==> config.mk <==
export PLATFORM = sky130hd
export DESIGN_NAME = button_pulse_array_flat
export DESIGN_NICKNAME = d
export VERILOG_FILES = /design/src/rtl/button_pulse_array_if.sv /design/src/rtl/button_pulse_array.sv /design/src/flat_wrapper.sv
export SDC_FILE = /design/constraint.sdc
export NUM_CORES = 1
export LEC_CHECK = 0
export CAP_MARGIN = 15
export CORE_MARGIN = 2
export CORE_UTILIZATION = 64
export DETAILED_ROUTE_END_ITERATION = 10
export DONT_BUFFER_PORTS = 1
export GPL_TIMING_DRIVEN = 0
export PLACE_DENSITY = 0.85
export SETUP_SLACK_MARGIN = 0.15
export SLEW_MARGIN = 25
export SYNTH_ARGS = -nofsm -noshare
export SYNTH_HDL_FRONTEND = slang
export SYNTH_SLANG_ARGS = --single-unit
==> constraint.sdc <==
create_clock -name clk -period 5.76 [get_ports clk]
set_input_delay 1.152 -clock clk [delete_from_list [all_inputs] [get_ports clk]]
set_output_delay 1.152 -clock clk [all_outputs]
set_load 0.01 [all_outputs]
==> src/rtl/button_pulse_array_if.sv <==
// Button conditioner bus: the timebase tick, the raw pins and the repeat enables
// go in; the debounced level and the four pulse outputs come back.
// Ports (per modport):
//   master: drives tick, pb_raw, repeat_en; reads level, press, release_pulse,
//           long_press, rep
//   slave : the conditioner itself (opposite directions)
// release_pulse carries the debounced-falling-edge pulse ("release" is a reserved word).
interface button_pulse_array_if #(
  parameter int N = 4
);
  logic         tick;
  logic [N-1:0] pb_raw;
  logic [N-1:0] repeat_en;
  logic [N-1:0] level;
  logic [N-1:0] press;
  logic [N-1:0] release_pulse;
  logic [N-1:0] long_press;
  logic [N-1:0] rep;

  modport master (
    output tick, pb_raw, repeat_en,
    input  level, press, release_pulse, long_press, rep
  );

  modport slave (
    input  tick, pb_raw, repeat_en,
    output level, press, release_pulse, long_press, rep
  );
endinterface

==> src/rtl/button_pulse_array.sv <==
// Multi-channel push-button conditioner. Each channel is synchronized, debounced
// on timebase ticks, edge-detected into press/release pulses, and timed for a
// long-press pulse and an optional auto-repeat pulse train.
// Ports:
//   clk  - system clock
//   rst  - asynchronous active-high reset
//   bus  - button_pulse_array_if.slave (tick, pb_raw, repeat_en in;
//          level, press, release_pulse, long_press, rep out)
module button_pulse_array #(
  parameter int N            = 4,
  parameter int DEBOUNCE_LEN = 4,
  parameter int HOLD_TICKS   = 8,
  parameter int REPEAT_TICKS = 3
) (
  input  logic                  clk,
  input  logic                  rst,
  button_pulse_array_if.slave   bus
);

  localparam int MAX_TICKS = (HOLD_TICKS > REPEAT_TICKS) ? HOLD_TICKS : REPEAT_TICKS;
  localparam int CW        = $clog2(MAX_TICKS + 1);

  localparam logic [CW-1:0] HOLD_LAST = CW'(HOLD_TICKS - 1);
  localparam logic [CW-1:0] REP_LAST  = CW'(REPEAT_TICKS - 1);

  typedef enum logic [1:0] {
    IDLE,
    PRESSED,
    HELD
  } state_t;

  logic [N-1:0]              sync1;
  logic [N-1:0]              sync2;
  logic [N-1:0]              level_d;
  // Only the previous DEBOUNCE_LEN-1 tick samples are stored; the current
  // synchronized input completes the DEBOUNCE_LEN-sample window.
  logic [DEBOUNCE_LEN-2:0]   hist   [N];
  logic [DEBOUNCE_LEN-1:0]   window [N];
  logic [CW-1:0]             cnt    [N];
  state_t                    state  [N];

  always_comb begin
    for (int unsigned i = 0; i < N; i++) begin
      window[i] = {hist[i], sync2[i]};
    end
  end

  // Synchronizer, debounce and edge pulses.
  always_ff @(posedge clk or posedge rst) begin
    if (rst) begin
      sync1             <= '0;
      sync2             <= '0;
      level_d           <= '0;
      bus.level         <= '0;
      bus.press         <= '0;
      bus.release_pulse <= '0;
      for (int unsigned i = 0; i < N; i++) begin
        hist[i] <= '0;
      end
    end else begin
      sync1             <= bus.pb_raw;
      sync2             <= sync1;
      level_d           <= bus.level;
      bus.press         <= bus.level & ~level_d;
      bus.release_pulse <= ~bus.level & level_d;
      if (bus.tick) begin
        for (int unsigned i = 0; i < N; i++) begin
          hist[i] <= window[i][DEBOUNCE_LEN-2:0];
          if (&window[i]) begin
            bus.level[i] <= 1'b1;
          end else if (~|window[i]) begin
            bus.level[i] <= 1'b0;
          end
        end
      end
    end
  end

  // Hold / repeat FSM per channel; it looks at the registered level, so it
  // enters PRESSED on the same edge the press pulse is raised.
  always_ff @(posedge clk or posedge rst) begin
    if (rst) begin
      bus.long_press <= '0;
      bus.rep        <= '0;
      for (int unsigned i = 0; i < N; i++) begin
        state[i] <= IDLE;
        cnt[i]   <= '0;
      end
    end else begin
      bus.long_press <= '0;
      bus.rep        <= '0;
      for (int unsigned i = 0; i < N; i++) begin
        case (state[i])
          IDLE: begin
            if (bus.level[i]) begin
              state[i] <= PRESSED;
              cnt[i]   <= '0;
            end
          end
          PRESSED: begin
            if (!bus.level[i]) begin
              state[i] <= IDLE;
              cnt[i]   <= '0;
            end else if (bus.tick) begin
              if (cnt[i] == HOLD_LAST) begin
                bus.long_press[i] <= 1'b1;
                state[i]          <= HELD;
                cnt[i]            <= '0;
              end else begin
                cnt[i] <= cnt[i] + 1'b1;
              end
            end
          end
          HELD: begin
            if (!bus.level[i]) begin
              state[i] <= IDLE;
              cnt[i]   <= '0;
            end else if (!bus.repeat_en[i]) begin
              cnt[i] <= '0;
            end else if (bus.tick) begin
              if (cnt[i] == REP_LAST) begin
                bus.rep[i] <= 1'b1;
                cnt[i]     <= '0;
              end else begin
                cnt[i] <= cnt[i] + 1'b1;
              end
            end
          end
          default: begin
            state[i] <= IDLE;
            cnt[i]   <= '0;
          end
        endcase
      end
    end
  end

endmodule

==> src/flat_wrapper.sv <==
// flat-port wrapper written by rule: the top's interface ports become plain ports
module button_pulse_array_flat 
#(
  parameter int N            = 4,
  parameter int DEBOUNCE_LEN = 4,
  parameter int HOLD_TICKS   = 8,
  parameter int REPEAT_TICKS = 3
)
  (clk, rst, bus_tick, bus_pb_raw, bus_repeat_en, bus_level, bus_press, bus_release_pulse, bus_long_press, bus_rep);
  button_pulse_array_if #(.N(N)) bus_i ();
  input  logic clk;
  input  logic rst;
  input wire logic [$bits(bus_i.tick)-1:0] bus_tick;
  input wire logic [$bits(bus_i.pb_raw)-1:0] bus_pb_raw;
  input wire logic [$bits(bus_i.repeat_en)-1:0] bus_repeat_en;
  output wire logic [$bits(bus_i.level)-1:0] bus_level;
  output wire logic [$bits(bus_i.press)-1:0] bus_press;
  output wire logic [$bits(bus_i.release_pulse)-1:0] bus_release_pulse;
  output wire logic [$bits(bus_i.long_press)-1:0] bus_long_press;
  output wire logic [$bits(bus_i.rep)-1:0] bus_rep;
  assign bus_i.tick = bus_tick;
  assign bus_i.pb_raw = bus_pb_raw;
  assign bus_i.repeat_en = bus_repeat_en;
  assign bus_level = bus_i.level;
  assign bus_press = bus_i.press;
  assign bus_release_pulse = bus_i.release_pulse;
  assign bus_long_press = bus_i.long_press;
  assign bus_rep = bus_i.rep;
  button_pulse_array #(.N(N), .DEBOUNCE_LEN(DEBOUNCE_LEN), .HOLD_TICKS(HOLD_TICKS), .REPEAT_TICKS(REPEAT_TICKS)) u_core (.clk(clk), .rst(rst), .bus(bus_i));
endmodule
==> impl_metrics.tcl <==
set metrics [dict create \
    outcome "finished clean" \
    required_ps 4610 \
    p_per_area_nw_per_um2 368 \
    synth_cells 302 \
    dp_cells 370 \
    grt_setup_unrepaired "no" \
    fp-row-count 25 \
    nFillCells 329 \
    fin_crit_sh_pct 34.2 \
    maxSlewHeadroom_pct 59.3 \
    num_io_pins 31 \
    ys_seq_elements 68 \
    synthDistinctLibCells 46 \
    final_cells 386 \
    tightest_slew_ps 611 \
    layout.nets 345 \
    clock-sinks 68 \
    postCtsHoldBufs 0 \
    finalWirelength_mm 5.83 \
    clk_transition_reported_paths_ps 70 \
    vias 2260 \
    synth_async_sr_flop_share_pct 100 \
    routed_via_density 5.85 \
    gp_congestion 0.786 \
    drt_iter0_drc 92 \
    utilization_pct 74.1 \
    core-area_um2 4820 \
    syn_nets 333 \
    hp-class "register to register" \
    final_cell_mix "dfrtp_1 (68), inv_1 (28), ha_1 (20)" \
    syn2layout_area_growth_pct 9.69 \
    switching_share_pct 32.2 \
    ys.warnings.count 0 \
    switching_power_mw 0.423 \
    holdWs_ps 348 \
    postSynthAreaPerCell_um2 10.8 \
    internal-power_mw 0.891 \
    critical_path.max_fanout 6 \
    antenna_left 0 \
    track_usage_pct 22.8 \
    ir_worst_vdd_v 0.000195 \
    slew_violations 0 \
    placed_area_um2 3370 \
    clkPwrFrac_pct 30.2 \
    fin_crit_ps 1970 \
    setup_viol 0 \
    grt_max_degree 48 \
    skew_ps 4.98 \
    die_w_um 75.3 \
    grt_first_pass_wirelength_mm 9.58 \
    leakagePower_nw 1.65 \
    firstDrtPassIters 6 \
    drv_cap 0 \
    sequentialPowerShare_pct 43.0 \
    hpwl_mm 3.96 \
    hold_viol 0 \
    place_ws_ps 3540 \
    critical_path_class "register to primary output" \
    tns_ps 0 \
    tritoncts "done" \
    power_mw 1.31 \
    end_kind "primary output" \
    syn-cell-area_um2 3250 \
    yosysSeqAreaShare_pct 52.3 \
    final_common_cell "dfrtp_1" \
    fp.dieH_um 75.3 \
    pwr-share-comb_pct 26.8 \
    final_layout_size_suffix_gt1_share_pct 13.8 \
    cp-start-kind "register" \
    die-area_um2 5670 \
    cts_max_level 3 \
    clkLatencyLatePin_ps 340 \
    drc_errors 0 \
    portBuffers 0 \
    overflow 0 \
    timing.fmax_mhz 507 \
    first_global_vias 2121 \
    start_util_pct 67.5 \
    post_drt_wl_per_cell_um 15.1 \
    post_cts_buffers 0 \
    cts.repair.resized 0 \
    setup_ws_ps 3790 \
    clockBufferDepth 2 \
    root_buffer "clkbuf_8" \
    synth_edf_count 0 \
    antenna_found_initial 0 \
    ys.flop_type "dfrtp_1" \
    crit_arrival_ps 820 \
    cts_buffers 9 \
    final_cell_area_um2 3570 \
    diodes 0 \
]
## per-layer routing
layer | share of wire, % | GRT usage [%] | up-vias
met2 | 49 | 35.7 | 51
met4 | 1.8 | 12.7 | 0
li1 | - | - | 1090
met3 | 4.3 | 5.29 | 14
met1 | 45 | 29.3 | 1105
met5 | 0 | 0 | -
## sequential cells by signal, summed over array words and instances (netlist names)
signal and count:
u_core.cnt 16, u_core.sync1 4, u_core.bus.long_press 4, u_core.sync2 4
u_core.bus.level 4, u_core.bus.press 4, u_core.hist 12, u_core.bus.release_pulse 4
u_core.bus.rep 4, u_core.state 8, u_core.level_d 4
## synthesized netlist by cell type (3+ instances only)
cell type	instances	share of area (%)
o31ai_1	5	1.2
nor3b_1	3	0.69
nand3_1	9	1.4
ha_1	20	7.7
nor2b_1	9	1.7
or4b_1	4	1.2
inv_1	29	3.3
o21ai_1	6	0.92
nand2_1	19	2.2
nor2_1	14	1.6
dfrtp_1	68	52
o21ai_0	11	1.7
o21a_1	3	0.69
a31oi_1	5	0.96
o22ai_1	6	1.2
nand4_1	5	0.96
and3_1	5	0.96
a21oi_1	12	1.8
mux2_2	12	4.2
nand2b_1	16	3.1
mux2i_1	4	1.2
buf_2	5	0.77
## path summary, 6_finish.rpt
| check | slack (ps) | from | cells past startpoint | to |
|---|---|---|---|---|
| worst max-delay path | 3790 | u_core.bus.level[1] | 0 | bus_level[1] |
| worst min-delay path | 350 | u_core.sync1[1] | 0 | u_core.sync2[1] |
| worst max register to register | 4050 | u_core.cnt[8] | 6 | u_core.cnt[10] |
| worst min register to register | 350 | u_core.sync1[1] | 0 | u_core.sync2[1] |
| max in group asynchronous | 4630 | rst | 2 | u_core.sync1[1] |
| min in group asynchronous | 630 | rst | 1 | u_core.bus.rep[0] |
## cells by family (layout without fill, tap and decap cells)
family                   after synthesis  after routing  share of synthesized area [%]
AND/OR/NAND/NOR                      100            100                           17.5
flip-flops                            68             68                           52.3
AO/OA/AOI/OAI                         62             62                           12.7
buffers and inverters                 36             53                           4.46
adder cells (fa/ha/maj)               20             20                           7.69
multiplexers                          16             16                           5.38
## area by class of cell
class / count / area [µm²] / share of cell area, %
buffer: 7 / 36.3 / 1.02
clock buffer: 11 / 151 / 4.24
clock inverter: 5 / 50.0 / 1.40
inverter: 29 / 111 / 3.12
multi-input combinational: 198 / 1410 / 39.4
sequential: 68 / 1700 / 47.7
tap: 67 / 83.8 / 2.35
timing repair buffer: 1 / 27.5 / 0.771
## power by group through the flow
stage	clock [mW]	sequential, mW	combinational (mW)
final	0.397	0.566	0.352
after global placement	0	0.570	0.329
after floorplan	0	0.564	0.282
after CTS	0.404	0.565	0.350
after detailed placement	0	0.574	0.347
after global routing	0.421	0.572	0.398
No activity file was read; power rests on OpenSTA's default activity.
